--- config.mk ---
export PLATFORM = sky130hd
export DESIGN_NAME = adc_fill_reader
export DESIGN_NICKNAME = d
export VERILOG_FILES = /design/src/rtl/adc_fill_reader.sv
export SDC_FILE = /design/constraint.sdc
export NUM_CORES = 1
export LEC_CHECK = 0
export ABC_AREA = 1
export BUFFER_PORTS_ARGS = -buffer_cell sky130_fd_sc_hd__buf_2
export CAP_MARGIN = 20
export CORE_UTILIZATION = 45
export CTS_CLUSTER_DIAMETER = 200
export DETAILED_ROUTE_END_ITERATION = 10
export GPL_TIMING_DRIVEN = 0
export PLACE_DENSITY = 0.65
export SLEW_MARGIN = 20
export SYNTH_ARGS = -nofsm -noshare
export SYNTH_HDL_FRONTEND = slang
export SYNTH_SLANG_ARGS = --single-unit
--- constraint.sdc ---
create_clock -name clk -period 2.2 [get_ports clk]
set_input_delay 0.33 -clock clk [delete_from_list [all_inputs] [get_ports clk]]
set_output_delay 0.33 -clock clk [all_outputs]
set_load 0.01 [all_outputs]
--- src/rtl/adc_fill_reader.sv ---
// adc_fill_reader
// ---------------------------------------------------------------------------
// Reads ADC fills back out of the DDR3 read FIFO (first-word-fall-through) and
// serialises every 128-bit word into four 32-bit beats for the Master FPGA link.
//
// A fill is one header word, then num_fill_bursts data words, then one trailer
// word. The trailer holds the XOR of all data words. The header fields are
// latched on the header pop. The trailer is checked against the running XOR
// of the data words.
//
// Handshakes (valid/ready):
//   - Input:  a word moves when in_valid=1 and in_rd=1 in the same cycle.
//             in_rd is combinational from state, holding-register occupancy
//             and the output handshake, so words follow each other with no
//             bubble.
//   - Output: a beat moves when out_valid=1 and out_ready=1 in the same cycle.
//             While out_ready=0, out_dat and out_valid hold steady.
//
// Ports:
//   clk, reset      rising-edge clock; synchronous active-high reset
//   rd_abort        synchronous abort; same effect as reset, highest priority
//   in_dat/in_valid FIFO head word and FIFO-not-empty
//   in_rd           pop strobe
//   out_dat/out_valid/out_ready  32-bit beat stream, LSW of each word first
//   fill_num, burst_start_adr, num_fill_bursts, fill_type, channel_tag
//                   header fields, latched on the header pop
//   hdr_valid       pulses for one cycle after the header pop
//   fill_done       pulses for one cycle after the trailer's last beat
//   checksum_err    valid with fill_done; held until the next header pop
//   reader_idle     the reader is waiting for a new fill
// ---------------------------------------------------------------------------
module adc_fill_reader #(
    parameter bit CHECK_EN = 1'b1,
    parameter bit FWD_HDR  = 1'b1
) (
    input  logic         clk,
    input  logic         reset,
    input  logic         rd_abort,
    input  logic [127:0] in_dat,
    input  logic         in_valid,
    output logic         in_rd,
    output logic [31:0]  out_dat,
    output logic         out_valid,
    input  logic         out_ready,
    output logic [23:0]  fill_num,
    output logic [22:0]  burst_start_adr,
    output logic [23:0]  num_fill_bursts,
    output logic [1:0]   fill_type,
    output logic [15:0]  channel_tag,
    output logic         hdr_valid,
    output logic         fill_done,
    output logic         checksum_err,
    output logic         reader_idle
);

    typedef enum logic [2:0] {
        S_IDLE = 3'd0,
        S_HDR  = 3'd1,
        S_DATA = 3'd2,
        S_CSUM = 3'd3,
        S_DONE = 3'd4
    } state_t;

    state_t        state_q, state_d;
    logic [127:0]  hold_q, hold_d;
    logic          hold_full_q, hold_full_d;
    logic [1:0]    beat_q, beat_d;
    logic [127:0]  acc_q, acc_d;
    logic [23:0]   cnt_q, cnt_d;
    logic          trl_popped_q, trl_popped_d;
    logic          csum_bad_q, csum_bad_d;
    logic [23:0]   fill_num_q, fill_num_d;
    logic [22:0]   adr_q, adr_d;
    logic [23:0]   nfb_q, nfb_d;
    logic [1:0]    type_q, type_d;
    logic [15:0]   tag_q, tag_d;
    logic          hdr_valid_q, hdr_valid_d;
    logic          fill_done_q, fill_done_d;
    logic          checksum_err_q, checksum_err_d;

    logic          pop_state;
    logic          xfer;
    logic          last_xfer;
    logic          pop;
    logic          load;

    // The CSUM state may pop only once: the trailer. After that it waits for
    // the trailer's beats to drain.
    always_comb begin
        pop_state = 1'b0;
        case (state_q)
            S_HDR, S_DATA: pop_state = 1'b1;
            S_CSUM:        pop_state = ~trl_popped_q;
            default:       pop_state = 1'b0;
        endcase
    end

    assign xfer      = hold_full_q & out_ready;
    assign last_xfer = xfer & (beat_q == 2'd3);
    // A pop may refill the holding register in the same cycle that its last
    // beat leaves, so a steady out_ready gives one word every four cycles.
    assign in_rd     = in_valid & pop_state & ~reset & ~rd_abort &
                       (~hold_full_q | last_xfer);
    assign pop       = in_rd;
    // With FWD_HDR=0 the header is parsed but never serialised.
    assign load      = pop & ((state_q != S_HDR) | FWD_HDR);

    always_comb begin
        state_d        = state_q;
        hold_d         = hold_q;
        hold_full_d    = hold_full_q;
        beat_d         = beat_q;
        acc_d          = acc_q;
        cnt_d          = cnt_q;
        trl_popped_d   = trl_popped_q;
        csum_bad_d     = csum_bad_q;
        fill_num_d     = fill_num_q;
        adr_d          = adr_q;
        nfb_d          = nfb_q;
        type_d         = type_q;
        tag_d          = tag_q;
        hdr_valid_d    = 1'b0;
        fill_done_d    = 1'b0;
        checksum_err_d = checksum_err_q;

        // Serialiser: the beat index wraps 3 -> 0 on the last beat of a word.
        if (xfer) begin
            beat_d = beat_q + 2'd1;
        end
        if (last_xfer) begin
            hold_full_d = 1'b0;
        end
        if (load) begin
            hold_d      = in_dat;
            hold_full_d = 1'b1;
        end

        case (state_q)
            S_IDLE: begin
                if (in_valid) begin
                    state_d = S_HDR;
                end
            end
            S_HDR: begin
                if (pop) begin
                    fill_num_d     = in_dat[23:0];
                    adr_d          = in_dat[46:24];
                    nfb_d          = in_dat[70:47];
                    type_d         = in_dat[72:71];
                    tag_d          = in_dat[88:73];
                    hdr_valid_d    = 1'b1;
                    cnt_d          = in_dat[70:47];
                    acc_d          = '0;
                    trl_popped_d   = 1'b0;
                    csum_bad_d     = 1'b0;
                    checksum_err_d = 1'b0;
                    state_d        = (in_dat[70:47] != 24'd0) ? S_DATA : S_CSUM;
                end
            end
            S_DATA: begin
                if (pop) begin
                    acc_d = acc_q ^ in_dat;
                    if (cnt_q != 24'd0) begin
                        cnt_d = cnt_q - 24'd1;
                    end
                    if (cnt_q == 24'd1) begin
                        state_d = S_CSUM;
                    end
                end
            end
            S_CSUM: begin
                // The trailer is compared but not folded into the accumulator.
                if (pop) begin
                    trl_popped_d = 1'b1;
                    csum_bad_d   = (in_dat != acc_q);
                end
                if (trl_popped_q && last_xfer) begin
                    state_d        = S_DONE;
                    fill_done_d    = 1'b1;
                    checksum_err_d = CHECK_EN & csum_bad_q;
                end
            end
            S_DONE: begin
                state_d = S_IDLE;
            end
            default: begin
                state_d = S_IDLE;
            end
        endcase
    end

    always_ff @(posedge clk) begin
        if (reset || rd_abort) begin
            state_q        <= S_IDLE;
            hold_q         <= '0;
            hold_full_q    <= 1'b0;
            beat_q         <= 2'd0;
            acc_q          <= '0;
            cnt_q          <= '0;
            trl_popped_q   <= 1'b0;
            csum_bad_q     <= 1'b0;
            fill_num_q     <= '0;
            adr_q          <= '0;
            nfb_q          <= '0;
            type_q         <= '0;
            tag_q          <= '0;
            hdr_valid_q    <= 1'b0;
            fill_done_q    <= 1'b0;
            checksum_err_q <= 1'b0;
        end else begin
            state_q        <= state_d;
            hold_q         <= hold_d;
            hold_full_q    <= hold_full_d;
            beat_q         <= beat_d;
            acc_q          <= acc_d;
            cnt_q          <= cnt_d;
            trl_popped_q   <= trl_popped_d;
            csum_bad_q     <= csum_bad_d;
            fill_num_q     <= fill_num_d;
            adr_q          <= adr_d;
            nfb_q          <= nfb_d;
            type_q         <= type_d;
            tag_q          <= tag_d;
            hdr_valid_q    <= hdr_valid_d;
            fill_done_q    <= fill_done_d;
            checksum_err_q <= checksum_err_d;
        end
    end

    always_comb begin
        case (beat_q)
            2'd0:    out_dat = hold_q[31:0];
            2'd1:    out_dat = hold_q[63:32];
            2'd2:    out_dat = hold_q[95:64];
            default: out_dat = hold_q[127:96];
        endcase
    end

    assign out_valid       = hold_full_q;
    assign fill_num        = fill_num_q;
    assign burst_start_adr = adr_q;
    assign num_fill_bursts = nfb_q;
    assign fill_type       = type_q;
    assign channel_tag     = tag_q;
    assign hdr_valid       = hdr_valid_q;
    assign fill_done       = fill_done_q;
    assign checksum_err    = checksum_err_q;
    assign reader_idle     = (state_q == S_IDLE);

endmodule

==> flow_summary.ini <==
[synthesis]
synth-seq-cells = 380
yosys_warnings = 0
syn_area_sq_um = 16700
synth.distinct_cells = 30
avgSynthCellArea_sq_um = 7.10
ys_seq_area_share_pct = 45.6
synthesis.nets = 2491
netlist_instances = 2350

[min_path]
hold_depth = 3
hold-path-endpoint = hold_q[92]
hp-start = in_dat[92]
min_path_type = input pin to register

[clock_tree]
cts_tree = done
cts_buffer_depth = 3
htreeDepth = 2
root_buffer = clkbuf_16
clk_pin_slew_worst_paths_ps = 60
cts_made_buffers = 42
cts.hold.buffers_added = 0
clock_sinks = 380
clock_latency_ps = 550

[power]
p_leak_uw = 0.00848
p_per_area_nw_per_um2 = 722
vdd_drop_max_uv = 535
p_sw_uw = 3530
seqPwrFrac_pct = 46.4
finalPower_uw = 15000
pwr-share-comb_pct = 6.3
swShare_pct = 23.6
p_int_uw = 11400
clkPwrFrac_pct = 47.3

[setup_path]
crit_path_start_kind = register
reg2reg_to = channel_tag[9]
r2r_slack_ps = 70
cp.required_ps = 1870
r2r_cells = 13
critPathSlowestCell = dfxtp_4
critPathCaptureType = output pin
slowest_delay_ps = 390
worstPathCellList = inv_6 -> ha_4 -> clkbuf_16 -> a21oi_4 -> a32oi_2 -> buf_2
cp_num_buf_inv = 3
reg2reg_from = beat_q[0]
crit_path_max_fanout = 7
arrival_ps = 1990
crit_cells = 6
critPathKind = register to output pin
cp_top_family = buffers and inverters

[sta]
layout_min_cycle_time_ps = 2320
clock_skew_ps = 10.7
timing.max_slew.rel_slack_pct = 20.8
rsz0062_at_grt = true
hold_viol = 0
worstMarginPinSlew_ps = 1190
fmax_mhz = 431
worst_slack_ps = -122
fin_crit_sh_pct = 106
final_max_slew_viol_count = 0
setup_violations = 27

[floorplan]
core_sq_um = 36500
num_rows = 70
dieArea_sq_um = 37900
die_y_um = 195
start_util_pct = 45.7
dieWidth_um = 195
ios = 260

[placed_design]
io_buffers = 259
placedCellCount = 3077
place_congestion = 0.952
dp_hpwl_um = 43400
post_dp_cell_area_sq_um = 18600

[detailed_routing]
drc = 0
wl_per_cell_um = 18.2
drtIter0Drc = 1246
drt-pass1-iter-count = 6
num_vias = 16800
wl_um = 57600
vias_per_cell = 5.30
ant_nets = 0

[finish]
fill_cells = 3536
drive_gt1_share_pct = 19.2
finalNonFillerCells = 3164
fin_nets = 2809
area_delta_synth_final_pct = 24.1
stdcell_area_sq_um = 20700
final_cell_mix = 709 x nand2_1, 378 x dfxtp_1, 306 x buf_2, 243 x a21oi_1, 175 x nor2_1
final_common_cell = nand2_1

[grt]
grt_pass1_vias = 15400
grt_pass1_wl_um = 86800
track_usage_pct = 29.5
grt_max_degree = 19
grt.overflow.total = 0
antenna_found_initial = 2

[status]
violations = setup timing
status = finished with violations

[job]
maxCapViolCount = 0
## power by group through the flow
stage                     logic (uW)  clock network, uW  registers (uW)
final                            936               7080            6950
after global routing            1010               7420            6950
after CTS                        918               7140            6950
after detailed placement         893                  0            7100
after global placement           885                  0            7100
after floorplan                  455                  0            7090
## area by class of cell
class	count	area [sq um]	share of cell area, %
multi-input combinational	1661	8190	39.5
sequential	380	7610	36.8
timing repair buffer	276	1450	7.00
clock buffer	64	1280	6.20
buffer	139	852	4.11
inverter	168	646	3.12
tap	468	586	2.83
clock inverter	7	88.8	0.429
antenna	1	2.50	0.0121
## cells in the mapped netlist
cell	n	share of area [%]
buf_6	5	0.34
nand3_1	115	3.4
dfxtp_1	380	46
inv_1	161	3.6
o21bai_1	1	0.045
nand3_2	2	0.12
inv_2	7	0.16
a21oi_1	260	7.8
buf_4	16	0.72
o211ai_1	2	0.090
a211oi_1	2	0.090
xnor2_1	16	0.84
clkbuf_1	54	1.2
ha_1	8	0.60
xor2_1	73	3.8
o22ai_1	1	0.038
nor4_1	2	0.075
a32oi_1	31	1.6
nand3b_1	2	0.090
buf_2	56	1.7
buf_1	10	0.22
or2_2	2	0.075
nand2_2	5	0.19
o21ai_1	52	1.6
o21ai_0	162	4.9
nor3_1	8	0.24
nor2_2	3	0.11
nand2_1	726	16
nand4_1	12	0.45
nor2_1	176	4.0
## kinds of logic (layout without fill, tap and decap cells)
family | after synthesis | in the layout | synth area share (%)
xor+xnor | 89 | 89 | 4.67
fa+ha+maj | 8 | 8 | 0.600
simple gates | 1053 | 1053 | 25.1
compound gates | 511 | 511 | 16.1
other cells | 0 | 1 | 0
flops | 380 | 380 | 45.6
buf+inv | 309 | 654 | 7.95
## worst register-to-register path, cell delays in order (launching register included)
cell     delay (ps)
dfxtp_4         420
ha_4            160
nand3_4          80
nand2_4         100
nand3_4          90
inv_4           100
nand3_4          70
nand2_4          90
buf_4           150
nand2_2         150
buf_6           220
buf_4           190
nand3_1          70
o21ai_0         100
## through the flow
step           utilization [%]  hold slack (ps)  setup WS (ps)  setup TNS, ps
2_1_floorplan                -              425            486              0
3_3_place_gp              50.8              444          -92.4          -4000
3_5_place_dp              50.8              452           -146          -7880
4_1_cts                   56.4             33.7          -60.4           -976
5_1_grt                   56.7             54.8           -119          -2270
6_report                  56.7             38.9           -122          -1460
## state kept, by name (all words and copies together) (netlist names), 2 cells and up
name / flops
acc_q: 128
beat_q: 2
burst_start_adr: 23
channel_tag: 16
cnt_q: 24
fill_num: 24
fill_type: 2
hold_q: 128
num_fill_bursts: 24
state_q: 3
## routing by layer
metal	track usage (%)	vias to the layer above	part of all wire [%]	wire, um
met4	10.9	2	3.2	1850
li1	-	8211	-	-
met2	46.8	663	44	25500
met1	39.8	7786	44	25200
met5	0	-	0.016	9
met3	5.76	105	8.8	5080
## worst max-delay path by stage
stage | end | start | slack, ps
2_1_floorplan | out_dat[17] | beat_q[0] | 490
3_3_place_gp | out_dat[4] | beat_q[1] | -90
3_5_place_dp | out_dat[4] | beat_q[1] | -150
4_1_cts | out_dat[17] | beat_q[0] | -60
5_1_grt | out_dat[17] | beat_q[0] | -120
6_report | out_dat[4] | beat_q[0] | -120
## what timing repair did
action	CTS	global route
pin swaps	20	16
gates resized for setup	131	22
gates cloned	1	1
setup endpoints to repair	135	88
buffers inserted	10	5
Note: power is estimated with default switching activity, not from simulation.
